**src/rtl/dmem_arbiter.sv**
```systemverilog
// Round-robin arbiter that lets several cores share one single-port data memory.
// Each transaction is IDLE -> GRANT -> (RDWAIT) -> DONE, so it completes with a one-cycle ack.
module dmem_arbiter #(
    parameter int NUM_CORES = 4,
    parameter int ADDR_W    = 16,
    parameter int DATA_W    = 16
) (
    input  logic                        clk,
    input  logic                        reset,
    input  logic [NUM_CORES-1:0]        read_MD,
    input  logic [NUM_CORES-1:0]        write_MD,
    input  logic [NUM_CORES*ADDR_W-1:0] ar_in,
    input  logic [NUM_CORES*DATA_W-1:0] dmem_wdata_in,
    output logic [NUM_CORES-1:0]        ack,
    output logic [DATA_W-1:0]           dmem_rdata_out,
    output logic [ADDR_W-1:0]           mem_addr,
    output logic [DATA_W-1:0]           mem_wdata,
    output logic                        mem_we,
    output logic                        mem_re,
    input  logic [DATA_W-1:0]           mem_rdata,
    output logic                        busy,
    output logic [2:0]                  grant_id,
    output logic [1:0]                  state_dbg
);

    // Handshake: a core raises read_MD/write_MD with address and data and holds them
    // until it sees its ack bit; the ack is the single-cycle completion of that request.
    typedef enum logic [1:0] {
        IDLE   = 2'd0,
        GRANT  = 2'd1,
        RDWAIT = 2'd2,
        DONE   = 2'd3
    } state_t;

    state_t              state_q, state_d;
    logic [2:0]          grant_id_q, grant_id_d;
    logic [2:0]          last_grant_q, last_grant_d;
    logic [ADDR_W-1:0]   addr_q, addr_d;
    logic [DATA_W-1:0]   wdata_q, wdata_d;
    logic [DATA_W-1:0]   rdata_q, rdata_d;

    logic [NUM_CORES-1:0] req;
    logic                 found_hi, found_lo;
    logic [2:0]           hi_idx, lo_idx;
    logic                 win_found;
    logic [2:0]           win_idx;
    logic [ADDR_W-1:0]    sel_addr;
    logic [DATA_W-1:0]    sel_wdata;
    logic                 sel_wr;
    logic                 grant_now;

    assign req = read_MD | write_MD;

    // Round-robin: the first requester above last_grant wins, else the lowest requester.
    always_comb begin
        found_hi = 1'b0;
        found_lo = 1'b0;
        hi_idx   = 3'd0;
        lo_idx   = 3'd0;
        for (int k = 0; k < NUM_CORES; k++) begin
            if (req[k] && !found_hi && (k > int'(last_grant_q))) begin
                found_hi = 1'b1;
                hi_idx   = 3'(k);
            end
            if (req[k] && !found_lo) begin
                found_lo = 1'b1;
                lo_idx   = 3'(k);
            end
        end
        win_found = found_lo;
        win_idx   = found_hi ? hi_idx : lo_idx;
    end

    always_comb begin
        sel_addr  = '0;
        sel_wdata = '0;
        sel_wr    = 1'b0;
        for (int k = 0; k < NUM_CORES; k++) begin
            if (win_idx == 3'(k)) begin
                sel_addr  = ar_in[k*ADDR_W +: ADDR_W];
                sel_wdata = dmem_wdata_in[k*DATA_W +: DATA_W];
                sel_wr    = write_MD[k];
            end
        end
    end

    assign grant_now = (state_q == GRANT) && win_found;

    always_comb begin
        state_d      = state_q;
        grant_id_d   = grant_id_q;
        last_grant_d = last_grant_q;
        addr_d       = addr_q;
        wdata_d      = wdata_q;
        rdata_d      = rdata_q;
        case (state_q)
            IDLE: begin
                if (|req) state_d = GRANT;
            end
            GRANT: begin
                if (win_found) begin
                    grant_id_d = win_idx;
                    addr_d     = sel_addr;
                    wdata_d    = sel_wdata;
                    state_d    = sel_wr ? DONE : RDWAIT;
                end else begin
                    state_d = IDLE;
                end
            end
            RDWAIT: begin
                rdata_d = mem_rdata;
                state_d = DONE;
            end
            DONE: begin
                last_grant_d = grant_id_q;
                state_d      = IDLE;
            end
            default: state_d = IDLE;
        endcase
    end

    always_ff @(posedge clk or negedge reset) begin
        if (!reset) begin
            state_q      <= IDLE;
            grant_id_q   <= 3'd0;
            last_grant_q <= 3'(NUM_CORES - 1);
            addr_q       <= '0;
            wdata_q      <= '0;
            rdata_q      <= '0;
        end else begin
            state_q      <= state_d;
            grant_id_q   <= grant_id_d;
            last_grant_q <= last_grant_d;
            addr_q       <= addr_d;
            wdata_q      <= wdata_d;
            rdata_q      <= rdata_d;
        end
    end

    // Memory-side outputs follow the winner only during GRANT and hold otherwise.
    assign mem_we         = grant_now && sel_wr;
    assign mem_re         = grant_now && !sel_wr;
    assign mem_addr       = grant_now ? sel_addr : addr_q;
    assign mem_wdata      = grant_now ? sel_wdata : wdata_q;
    assign grant_id       = grant_now ? win_idx : grant_id_q;
    assign busy           = (state_q != IDLE);
    assign dmem_rdata_out = rdata_q;
    assign state_dbg      = state_q;

    always_comb begin
        ack = '0;
        for (int k = 0; k < NUM_CORES; k++) begin
            ack[k] = (state_q == DONE) && (grant_id_q == 3'(k));
        end
    end

endmodule

```
**config.mk**
```make
export PLATFORM = sky130hd
export DESIGN_NAME = dmem_arbiter
export DESIGN_NICKNAME = d
export VERILOG_FILES = /design/src/rtl/dmem_arbiter.sv
export SDC_FILE = /design/constraint.sdc
export NUM_CORES = 1
export LEC_CHECK = 0
export BUFFER_PORTS_ARGS = -buffer_cell sky130_fd_sc_hd__buf_4
export CAP_MARGIN = 20
export CORE_ASPECT_RATIO = 0.9
export CORE_MARGIN = 5
export CORE_UTILIZATION = 30
export CTS_CLUSTER_DIAMETER = 30
export DETAILED_ROUTE_END_ITERATION = 10
export GPL_ROUTABILITY_DRIVEN = 1
export GPL_TIMING_DRIVEN = 1
export MAX_ROUTING_LAYER = met4
export PLACE_DENSITY_LB_ADDON = 0.25
export SKIP_CTS_REPAIR_TIMING = 1
export SLEW_MARGIN = 20
export SYNTH_ARGS = -nofsm -noshare
export SYNTH_HDL_FRONTEND = slang
export SYNTH_SLANG_ARGS = --single-unit
```
**constraint.sdc**
```tcl
create_clock -name clk -period 2.65 [get_ports clk]
set_clock_uncertainty 0.05 [all_clocks]
set_input_delay 0.1325 -clock clk [delete_from_list [all_inputs] [get_ports clk]]
set_output_delay 0.1325 -clock clk [all_outputs]
set_load 0.03 [all_outputs]
```
# Word-level counts from Yosys, hierarchy flattened
# Index checks and enable logic that the tools add are counted.
dict set report word_totals {
  regBits 56
  out_inout_bits 60
}
dict set report classes {
  order_cmp 3
  n_eq_ne 10
  n_mux 33
  bitwise 1
  n_reduce_logical 27
}
# op count
set ops {}
lappend ops {{$mux W16} 10}
lappend ops {{$logic_and A1 B1 Y1} 15}
lappend ops {{$mux W3} 5}
lappend ops {{$mux W1} 14}
lappend ops {{$eq A3 B2 Y1 const B} 4}
lappend ops {{$pmux W2 S4} 1}
lappend ops {{$eq A3 B1 Y1 const B} 2}
lappend ops {{$gt A2 B3 Y1 const A} 2}
lappend ops {{$logic_not A1 Y1} 6}
lappend ops {{$logic_not A3 Y1} 2}
lappend ops {{$mux W2} 3}
lappend ops {{$eq A2 B2 Y1 const B} 2}
lappend ops {{$or A4 B4 Y4} 1}
lappend ops {{$reduce_or A4 Y1} 1}
lappend ops {{$gt A1 B3 Y1 const A} 1}
lappend ops {{$eq A2 B1 Y1 const B} 1}
lappend ops {{$logic_not A2 Y1} 1}
lappend ops {{$ne A2 B2 Y1 const B} 1}
lappend ops {{$reduce_and A2 Y1} 1}
lappend ops {{$reduce_bool A2 Y1} 1}

# Logic depth before layout (Yosys ltp)
# Gate-level depths: netlist of the first run.
dict set report logic_depth {
  depth_word 20
  mapped_depth 7
}

# Worst setup path before layout of the first run
# OpenSTA, ideal clock, no wires.
dict set report synth_path {
  path_kind {flip-flop to flip-flop}
  start {reg last_grant_q[1]}
  end {reg addr_q[15]}
  arrival_ns 2.538
  required_time_ns 2.360
  slack_ns -0.177
  path_stages_with_launch 7
  n_path_buf 1
  path_cell_list {dfstp_2 or2_2 a2bb2oi_1 a21boi_2 buf_2 nor3_1 o41ai_1}
}
dict set report synth_between {
  elab_chain_cells 17
  elab_cells_between_ends 25
  classes_between {order compare: 3; eq/ne: 3; mux: 11; reduce/logical: 8}
}
# element line
set synth_lines {}
lappend synth_lines {{start: declaration} 37} ;# logic [2:0] last_grant_q, last_grant_d;
lappend synth_lines {{start signal: assignment} 126} ;# last_grant_q <= 3'(NUM_CORES - 1);
lappend synth_lines {{start signal: assignment} 133} ;# last_grant_q <= last_grant_d;
lappend synth_lines {{$gt A1 B3 Y1} 61} ;# if (req[k] && !found_hi && (k > int'(last_grant_q))) begin
lappend synth_lines {{$logic_and A1 B1 Y1} 61}
lappend synth_lines {{$mux W1} 61}
lappend synth_lines {{$logic_not A1 Y1} 61}
lappend synth_lines {{$logic_and A1 B1 Y1 (2 in series)} 61}
lappend synth_lines {{$mux W1} 61}
lappend synth_lines {{$logic_not A1 Y1} 61}
lappend synth_lines {{$logic_and A1 B1 Y1 (2 in series)} 61}
lappend synth_lines {{$mux W3 / $mux W1 (equally long branches)} 61}
lappend synth_lines {{$mux W3 *} 71} ;# win_idx = found_hi ? hi_idx : lo_idx;
lappend synth_lines {{$logic_not A3 Y1} 79} ;# if (win_idx == 3'(k)) begin
lappend synth_lines {{$mux W16 (3 in series)} 79}
lappend synth_lines {{$mux W16 *} 79}
lappend synth_lines {{end signal: assignment} 134} ;# addr_q <= addr_d;
lappend synth_lines {{end: declaration} 38} ;# logic [ADDR_W-1:0] addr_q, addr_d;
# Every way passes the cells marked *; elsewhere a longest branch is shown, timed or not.
# A chain may end at the register's enable or synchronous reset.

# Worst setup path after layout of the first run
dict set report layout_path {
  start {reg last_grant_q[1]}
  end {out mem_wdata[6]}
}
dict set report layout_between {
  elab_chain_cells 18
  elab_cells_between_ends 26
  classes_between {order compare: 3; eq/ne: 3; mux: 12; reduce/logical: 8}
}
# element line
set layout_lines {}
lappend layout_lines {{$gt A1 B3 Y1} 61}
lappend layout_lines {{$logic_and A1 B1 Y1} 61}
lappend layout_lines {{$mux W1} 61}
lappend layout_lines {{$logic_not A1 Y1} 61}
lappend layout_lines {{$logic_and A1 B1 Y1 (2 in series)} 61}
lappend layout_lines {{$mux W1} 61}
lappend layout_lines {{$logic_not A1 Y1} 61}
lappend layout_lines {{$logic_and A1 B1 Y1 (2 in series)} 61}
lappend layout_lines {{$mux W3 / $mux W1 (equally long branches)} 61}
lappend layout_lines {{$mux W3 *} 71}
lappend layout_lines {{$logic_not A3 Y1} 79}
lappend layout_lines {{$mux W16 (3 in series)} 79}
lappend layout_lines {{$mux W16 *} 79}
lappend layout_lines {{$mux W16 *} 144} ;# assign mem_wdata = grant_now ? sel_wdata : wdata_q;
lappend layout_lines {{end: declaration} 17} ;# output logic [DATA_W-1:0] mem_wdata,
# Marks and branches as above.

==> results of run 1 <==
==> sequential cells by signal (all words and copies together), names as in the netlist, named ones only <==
name	count
wdata_q	16
state_dbg	1
addr_q	16
last_grant_q	2
dmem_rdata_out	16
grant_id_q	2
==> worst paths after layout <==
check                                 from            endpoint  slack [ns]
setup / recovery           last_grant_q[1]        mem_wdata[6]        0.06
hold / removal               mem_rdata[10]  dmem_rdata_out[10]        0.01
max in group asynchronous            reset        state_dbg[0]        1.67
hold reg to reg                 addr_q[11]          addr_q[11]        0.42
setup reg to reg           last_grant_q[1]          wdata_q[6]        0.50
min in group asynchronous            reset          addr_q[13]        0.39
==> where the power goes <==
group          switching (mW)  leakage, nW  total (mW)  internal (mW)
clock network           0.325       0.0735       0.706          0.381
logic                    3.64         2.07        6.20           2.56
registers               0.202        0.641        1.47           1.27
==> routing by layer <==
| layer | global-route usage (%) | up-vias |
|---|---|---|
| li1 | - | 1777 |
| met1 | 22.67 | 1765 |
| met2 | 29.54 | 167 |
| met3 | 4.977 | 11 |
| met4 | 4.133 | 0 |
| met5 | - | - |
==> area by class of cell <==
| class | count | area (µm²) |
|---|---|---|
| fillers | 1091 | 5653 |
| multi-input cells | 286 | 2076 |
| repair buffers | 238 | 1902 |
| flip-flops and latches | 54 | 1354 |
| well taps | 156 | 195.2 |
| clock buffers | 6 | 138.9 |
| clock inverters | 2 | 16.27 |
| inverters | 2 | 7.507 |
==> per-stage QoR <==
| step | total power, mW | hold WS (ns) | area [µm²] | util, % |
|---|---|---|---|---|
| after detailed placement | 7.036 | 0.2078 | 5205 | 45.89 |
| after global routing | 8.877 | 0.001933 | 5689 | 50.16 |
| after global placement | 6.936 | 0.1907 | 5205 | 45.89 |
| after floorplan | 5.175 | -0.2131 | 3463 | - |
| final | 8.373 | 0.01085 | 5689 | 50.16 |
| after CTS | 7.772 | -0.1185 | 5360 | 47.26 |
==> cell families (layout without fill, tap and decap cells) <==
family	Yosys count	after routing
and+or+nand+nor	218	218
DFF	54	54
muxes	16	16
other	1	1
buffers and inverters	35	248
AOI/OAI and AO/OA	51	51
==> synth_stat cells, drive strengths merged, types with 2 or more instances <==
| cell | n | area (µm²) |
|---|---|---|
| and3 | 32 | 200.2 |
| dfrtp | 52 | 1301 |
| nor3 | 66 | 330.3 |
| o31ai | 3 | 22.52 |
| buf | 26 | 162.7 |
| inv | 2 | 7.510 |
| nor2 | 4 | 22.52 |
| o21ai | 3 | 15.01 |
| dfstp | 2 | 52.55 |
| nand2b | 2 | 12.51 |
| a2bb2oi | 2 | 17.52 |
| mux2 | 16 | 180.2 |
| a21boi | 3 | 26.27 |
| or2 | 2 | 12.51 |
| clkbuf | 7 | 26.28 |
| o41ai | 31 | 489.2 |
| nand2 | 105 | 394.1 |
| o21bai | 2 | 15.01 |
==> summary.md, run 1 <==
| Metric | Value |
|---|---|
| M1 WL | 5707 µm |
| Leakage power | 2.782 nW |
| CTS tree | done |
| Routed vias | 3,720 |
| Dominant synthesized flop cell | dfrtp_1 |
| DR pass1 iterations | 4 |
| Top Metal Used | met4 |
| Rows | 37 |
| Num CTS Buffers | 5 |
| Post-Synth Simple-Gate Area | 30.26% |
| Final RePlAce weighted congestion | 0.7878 |
| Status | finished clean |
| Max Cap Violations | 0 |
| Post-Place Cells | 722 |
| CP Capture Type | output port |
| Die ar. | 13,740 µm² |
| Post-Synth Adder-Cell Area | 0% |
| Port buffer count | 212 |
| WP data arrival | 2.40 ns |
| WL/cell | 17.98 µm |
| Mux contribution to synthesized area | 5.225% |
| First-pass GRT wire length | 19,350 µm |
| Critical path depth | 8 |
| Final period demand of the worst path | 2.586 ns |
| Family with the most delay on the worst path | compound AO/OA/AOI/OAI gates |
| CTS sink count | 54 |
| Gate count of the mapped netlist | 375 |
| Synth Area in Compound Gates | 19.45% |
| P per Cell Area | 1472 nW/µm² |
| Cell area after synthesis | 3448 µm² |
| Setup TNS | 0 ns |
| Setup WS pre-CTS | 0.2389 ns |
| Slowest-stage cell, CP | dfstp_2 |
| CP peak stage delay | 0.56 ns |
| Core area | 11,340 µm² |
| VDD IR-drop max | 669.7 µV |
| Share of layout cells above drive strength 1 | 52.38% |
| Routed wire length | 13,380 µm |
| DRT iter0 DRCs | 226 |
| Initial antenna violation count | 0 |
| Setup-failing EPs final | 0 |
| Clock buffer depth | 2 |
| Commonest non-fill, non-tap cell in the layout | buf_4 |
| Min-Delay Path Class | input pin to flip-flop |
| Detailed Place HPWL | 9544 µm |
| Most common cell on crit path | buf_6 |
| Area grow syn2layout | 64.99% |
| Residual DRC | 0 |
| Max Clk Rate | 0.3866 GHz |
| Distinct cells, synth | 39 |
| Rel. slew slack | 49.85% |
| Die height | 111.7 µm |
| RSZ-0062 raised after global routing | yes |
| Crit Path Category | flip-flop to output port |
| Most frequent cells in the layout | buf_4, nand2_1, nor3_1 |
| Worst slew pin tran | 0.7523 ns |
| Number of antenna diodes | 0 |
| Met2 routed WL | 6296 µm |
| Depth of the CTS H-tree | 2 |
| Final Max Tran Viols | 0 |
| Number of flops mapped to enable cells by yosys | 0 |
| Syn Nets | 529 |
| Chip width | 123.0 µm |
| Sequential-to-total area share from yosys stat | 39.26% |
| XOR/XNOR share of the synthesized area | 0% |
| Worst-path clk slew | 0.08 ns |
| Clk root buf | clkbuf_16 |
| Yosys warning count | 0 |
| Mean Syn Cell Area | 9.195 µm² |
| Largest family of logic cells by synthesized area | simple AND/OR/NAND/NOR gates |
| Critical-path maximum fanout | 16 |
| Async set-reset flop share out of synthesis | 100.0% |
| CP Cell Sequence | o21ba_2, nor3_4, a21boi_4, buf_6, buf_6, and3_1, o41ai_2, buf_4 |
| Final nets | 741 |
| Fin worst setup slack | 0.06353 ns |
| I/O Pins | 214 |
| Register bit count reported by yosys | 54 |
| Post-Layout Cell Count | 744 |
| Gr usage total | 18.22% |
| Vias per inst | 5.000 |
| Crit share post-route | 97.60% |
| Largest net degree at the start of global routing | 66 |
| Crit path buf inv count | 3 |
| CP required | 2.47 ns |
| Reg2reg path depth | 8 |
| Min-Delay Path Depth | 2 |
| Fin. Hold Viols | 0 |
| Initial Util | 30.40% |
| Vias in the first global route | 3,807 |
| Clk_lat worst skew | 0.29 ns |
| Element type at the critical path start | flip-flop |
| Post-route ant nets | 0 |
| GRT overflow | 0 |
| Routed wl met3 | 1227 µm |
No activity file was read; power rests on OpenSTA's default activity.
==> run 2, diff against run 1 <==
--- a/config.mk
+++ b/config.mk
@@ -7,7 +7,7 @@
 export LEC_CHECK = 0
 export BUFFER_PORTS_ARGS = -buffer_cell sky130_fd_sc_hd__buf_4
 export CAP_MARGIN = 20
-export CORE_ASPECT_RATIO = 0.9
+export CORE_ASPECT_RATIO = 0.5
 export CORE_MARGIN = 5
 export CORE_UTILIZATION = 30
 export CTS_CLUSTER_DIAMETER = 30
==> summary.md, run 2 (synthesis gave the netlist of run 1 again) <==
| Metric | Value |
|---|---|
| Status | finished clean |
| Fillers | 1,053 (-3.5%) |
| First-pass GRT wire length | 19,430 µm (+0.43%) |
| GRT overflow | 0 (unchanged) |
| Vias per inst | 5.099 (+2.0%) |
| Max Cap Violations | 0 (unchanged) |
| Crit share post-route | 97.84% (+0.24 points) |
| Fin. Hold Viols | 0 (unchanged) |
| CP Capture Type | output port |
| Min-Delay Path Class | input pin to flip-flop |
| Final Max Tran Viols | 0 (unchanged) |
| Worst-path clk slew | 0.08 ns (about the same) |
| VDD IR-drop max | 677.3 µV (+1.1%) |
| Largest net degree at the start of global routing | 55 (-17%) |
| Crit path to | mem_wdata[4] |
| Initial Util | 31.03% (+0.62 points) |
| CP startpoint | last_grant_q[1] |
| Internal power | 4.838 mW (+15%) |
| Post-route ant nets | 0 (unchanged) |
| Critical R2R Capture | addr_q[15] |
| Clock buffer depth | 2 (unchanged) |
| RSZ-0062 raised after global routing | yes |
| Most frequent cells in the layout | buf_4, nand2_1, nor3_1 |
| Sw Ratio | 47.50% (-2.2 points) |
| Num CTS Buffers | 5 (unchanged) |
| Gr usage total | 17.70% (-0.53 points) |
| Routed vias | 3,804 (+2.3%) |
| Vias in the first global route | 3,871 (+1.7%) |
| Die height | 85.81 µm (-23%) |
| Leakage power | 2.922 nW (+5.0%) |
| Max Clk Rate | 0.3857 GHz (-0.25%) |
| Clk root buf | clkbuf_16 |
| NetSw | 4.377 mW (+5.1%) |
| Detailed Place HPWL | 9241 µm (-3.2%) |
| DR pass1 iterations | 4 (unchanged) |
| CTS tree | done |
| Routed wire length | 13,790 µm (+3.1%) |
| Combinational power share | 75.4% (+1.4 points) |
| Crit Path Category | flip-flop to output port |
| Reg2reg path depth | 8 (unchanged) |
| Worst slew pin tran | 0.7964 ns (+0.04414 ns) |
| R2R Setup Slk | 0.49 ns (about the same) |
| Number of antenna diodes | 0 (unchanged) |
| Core area | 11,110 µm² (-2.0%) |
| Clk pwr share | 8.8% (+0.4 points) |
| Final period demand of the worst path | 2.593 ns (+0.006393 ns) |
| Share of layout cells above drive strength 1 | 56.57% (+4.2 points) |
| Fin area | 6107 µm² (+7.3%) |
| Rel. slew slack | 46.90% (-2.9 points) |
| Setup-failing EPs final | 0 (unchanged) |
| Element type at the critical path start | flip-flop |
| Area grow syn2layout | 77.10% |
| I/O Pins | 214 (unchanged) |
| CP required | 2.47 ns (about the same) |
| Port buffer count | 212 (unchanged) |
| Initial antenna violation count | 0 (unchanged) |
| Hold Slack | 0.007029 ns (-0.003823 ns) |
| WP data arrival | 2.41 ns (about the same) |
| CTS sink count | 54 (unchanged) |
| Depth of the CTS H-tree | 2 (unchanged) |
| P per Cell Area | 1509 nW/µm² (+2.5%) |
| RR Startpoint | last_grant_q[1] |
| Final nets | 754 (+1.8%) |
| Setup TNS | 0 ns (unchanged) |
| WL/cell | 18.48 µm (+2.8%) |
| Core Util, Final | 54.95% (+4.8 points) |
| Placed instance area | 5209 µm² (about the same) |
| Die ar. | 13,870 µm² (+0.93%) |
| Rows | 27 (-27%) |
| Tot Pwr | 9.215 mW (+10%) |
| Flop pwr share | 15.8% (-1.8 points) |
| Clk_lat worst skew | 0.30 ns (about the same) |
| Chip width | 161.6 µm (+31%) |
| DRT iter0 DRCs | 185 (-18%) |
| Commonest non-fill, non-tap cell in the layout | buf_4 |
| Final RePlAce weighted congestion | 0.7670 (-2.6%) |
| Critical-path maximum fanout | 14 (-2) |
| Residual DRC | 0 (unchanged) |
-- run 2: cell count changes in the layout (fill, tap and decap cells not counted), sizes merged --
cell         previous run  this run
buf                   236       243
clkinvlp                1         0
dlygate4sd3             1         2
bufinv                  0         1
clkbuf                  7        12
-- run 2: layout make-up --
type	count	area [µm²]	area share, %
multi-input cells	286	2231	36.53
clock buffers	6	138.9	2.274
inverters	2	7.507	0.1229
well taps	145	181.4	2.971
flip-flops and latches	54	1354	22.17
repair buffers	251	2156	35.30
clock inverters	2	38.79	0.6351
-- run 2: power by group through the flow --
stage	clock network [mW]	registers [mW]	logic, mW
floorplan	0	1.72	3.46
global placement	0	1.45	5.54
detailed placement	0	1.47	5.58
CTS	0.835	1.46	5.59
global route	0.871	1.51	7.35
finish	0.808	1.46	6.95
-- run 2: metal layers --
layer  vias to the layer above  track usage, %  routed length [µm]
li1                       1809               -                   -
met1                      1875           20.55                5761
met2                       103           31.33                7021
met3                        17           4.465                 800
met4                         0           3.914                 204
met5                         -               -                   0
-- run 2: worst min-delay path by stage --
stage | from | to | slack [ns] | depth (start not counted)
CTS | reset | dmem_rdata_out[7] | -0.12 | 1
global placement | reset | dmem_rdata_out[7] | 0.21 | 1
finish | mem_rdata[13] | dmem_rdata_out[13] | 0.007 | 2
global route | mem_rdata[4] | dmem_rdata_out[4] | 0.0008 | 2
detailed placement | reset | dmem_rdata_out[7] | 0.21 | 1
floorplan | reset | async pin | -0.21 | 0
-- run 2: critical path: stages, from the launching register on --
cell and delay (ns):
dfstp_2 0.56, o21ba_4 0.18, nor3_4 0.19, a21boi_4 0.10, buf_12 0.16, clkbuf_16 0.17, and3_4 0.16, o41ai_4 0.35
buf_4 0.23
-- run 2: metrics by stage --
stage / worst slack, ns / instances
floorplan: 0.1665 / 375
global placement: 0.3655 / 710
detailed placement: 0.3134 / 710
CTS: -0.03169 / 718
global route: -0.05547 / 746
finish: 0.05714 / 746
==> run 3, diff against run 2 <==
--- a/config.mk
+++ b/config.mk
@@ -9,7 +9,7 @@
 export CAP_MARGIN = 20
 export CORE_ASPECT_RATIO = 0.5
 export CORE_MARGIN = 5
-export CORE_UTILIZATION = 30
+export CORE_UTILIZATION = 35
 export CTS_CLUSTER_DIAMETER = 30
 export DETAILED_ROUTE_END_ITERATION = 10
 export GPL_ROUTABILITY_DRIVEN = 1
==> summary.md, run 3 (synthesis gave the netlist of run 1 again) <==
| Metric | Value |
|---|---|
| Setup-failing EPs final | 0 (unchanged) |
| Status | finished clean |
| Footprint of the multi-input gates | 2071 µm² (-7.2%) |
| Detailed Place HPWL | 8616 µm (-6.8%) |
| Final period demand of the worst path | 2.601 ns (+0.008560 ns) |
| Routed vias | 3,721 (-2.2%) |
| Die ar. | 12,060 µm² (-13%) |
| Most frequent cells in the layout | buf_4, nand2_1, nor3_1 |
| GR peak layer | met2 |
| CP required | 2.47 ns (about the same) |
| Worst slew pin tran | 0.8029 ns (+0.006518 ns) |
| DR pass1 iterations | 6 (+2) |
| Slowest-stage cell, CP | dfstp_2 |
| Vias per inst | 5.125 (+0.51%) |
| CTS sink count | 54 (unchanged) |
| Max Clk Rate | 0.3844 GHz (-0.33%) |
| Crit share post-route | 98.17% (+0.32 points) |
| WL/cell | 18.07 µm (-2.2%) |
| I/O Pins | 214 (unchanged) |
| Commonest non-fill, non-tap cell in the layout | buf_4 |
| CP Cell Sequence | o21ba_4, o221ai_4, buf_12, and2_4, clkbuf_16, nor3_1, o41ai_2, buf_4 |
| Critical-path maximum fanout | 14 (unchanged) |
| Worst-path clk slew | 0.08 ns (about the same) |
| Leakage power | 2.825 nW (-3.3%) |
| GR Layer Usage met3 | 3.495% (-0.97 points) |
| Chip width | 150.4 µm (-7.0%) |
| Area grow syn2layout | 67.16% |
| GRT overflow | 0 (unchanged) |
| NetSw | 4.194 mW (-4.2%) |
| Share of layout cells above drive strength 1 | 53.98% (-2.6 points) |
| Crit Path Category | flip-flop to output port |
| Combinational power share | 75.0% (-0.4 points) |
| RSZ-0062 raised after global routing | yes |
| WP data arrival | 2.42 ns (about the same) |
| Min-Delay Path Class | input pin to flip-flop |
| First-pass GRT wire length | 17,620 µm (-9.3%) |
| M2 GR Usage | 33.77% (+2.4 points) |
| CP Capture Type | output port |
| Flop pwr share | 17.1% (+1.3 points) |
| Post-route ant nets | 0 (unchanged) |
| Clk_lat worst skew | 0.29 ns (about the same) |
| Rel. slew slack | 46.47% (-0.43 points) |
| Fin worst setup slack | 0.04858 ns (-0.008560 ns) |
| Initial Util | 36.14% (+5.1 points) |
| CTS tree | done |
| Largest net degree at the start of global routing | 88 (+60%) |
| Port buffer count | 212 (unchanged) |
| Tot Pwr | 8.506 mW (-7.7%) |
| Fillers | 868 (-18%) |
| VDD IR-drop max | 684.0 µV (+0.99%) |
| Sw Ratio | 49.31% (+1.8 points) |
| Core area | 9540 µm² (-14%) |
| Initial antenna violation count | 0 (unchanged) |
| Clock buffer depth | 2 (unchanged) |
| Max Cap Violations | 0 (unchanged) |
| Routed wire length | 13,120 µm (-4.9%) |
| Met1 usage | 22.33% (+1.8 points) |
| Setup TNS | 0 ns (unchanged) |
| Vias in the first global route | 3,624 (-6.4%) |
| Sequential cell area | 1354 µm² (unchanged) |
| Clk root buf | clkbuf_16 |
| DRT iter0 DRCs | 182 (-1.6%) |
| Hold Slack | 0.01181 ns (+0.004785 ns) |
| Clk pwr share | 7.9% (-0.9 points) |
| P per Cell Area | 1476 nW/µm² (-2.2%) |
| Gr usage total | 18.81% (+1.1 points) |
| Depth of the CTS H-tree | 2 (unchanged) |
| Placed instance area | 5184 µm² (-0.48%) |
| Num CTS Buffers | 5 (unchanged) |
| Rows | 25 (-7.4%) |
| Final RePlAce weighted congestion | 0.8180 (+6.6%) |
| Residual DRC | 0 (unchanged) |
| Die height | 80.19 µm (-6.6%) |
| Element type at the critical path start | flip-flop |
| Number of antenna diodes | 0 (unchanged) |
| CP peak stage delay | 0.56 ns (about the same) |
| Fin. Hold Viols | 0 (unchanged) |
| Fin area | 5764 µm² (-5.6%) |
| Final nets | 744 (-1.3%) |
| Setup WS pre-CTS | 0.2980 ns (-0.01542 ns) |
| Internal power | 4.312 mW (-11%) |
| Final Max Tran Viols | 0 (unchanged) |
==> run 3: cell count changes in the layout (fill, tap and decap cells not counted), moves of 3 or more <==
cell,change
o41ai_4,-9
and3_1,+11
buf_4,-3
and3_4,-11
o41ai_2,+9
buf_12,-4
==> run 3: final timing paths <==
path | startpoint | end | slack, ns | cells past startpoint
worst max-delay path | last_grant_q[1] | mem_wdata[1] | 0.05 | 8
worst max register to register | last_grant_q[1] | addr_q[6] | 0.49 | 8
max in group asynchronous | reset | addr_q[7] | 1.66 | 2
worst min-delay path | mem_rdata[0] | dmem_rdata_out[0] | 0.01 | 2
worst min register to register | addr_q[2] | addr_q[2] | 0.42 | 2
min in group asynchronous | reset | dmem_rdata_out[6] | 0.39 | 2
==> run 3: through the flow <==
stage	cells	utilization, %
after floorplan	375	-
after global routing	726	60.42
after global placement	700	54.33
after detailed placement	700	54.33
after CTS	708	55.87
final	726	60.42
==> run 3: critical path: cells and delay by family, from the launching register on <==
kind	cells	cell delay [ns]
flip-flops	1	0.56
AO/OA/AOI/OAI	3	0.70
AND/OR/NAND/NOR	2	0.27
buffers and inverters	3	0.59
==> run 3: layout make-up <==
class                   instances  share of cell area [%]
flip-flops and latches         54                   23.49
inverters                       2                  0.1302
multi-input cells             286                   35.92
clock inverters                 3                  0.3690
clock buffers                   5                   2.171
well taps                     135                   2.930
repair buffers                241                   34.99
==> run 3: routing by layer <==
metal	part of all wire [%]	wire, µm
met5	0	0
met4	1.1	142
met3	4.3	560
met2	53	6900
met1	42	5516
==> run 3: power groups by stage <==
stage,Clock [mW],Sequential (mW),Combinational [mW]
after floorplan,0,1.72,3.46
after detailed placement,0,1.47,5.52
after global placement,0,1.45,5.47
final,0.669,1.46,6.38
after CTS,0.699,1.45,5.54
after global routing,0.727,1.51,6.72
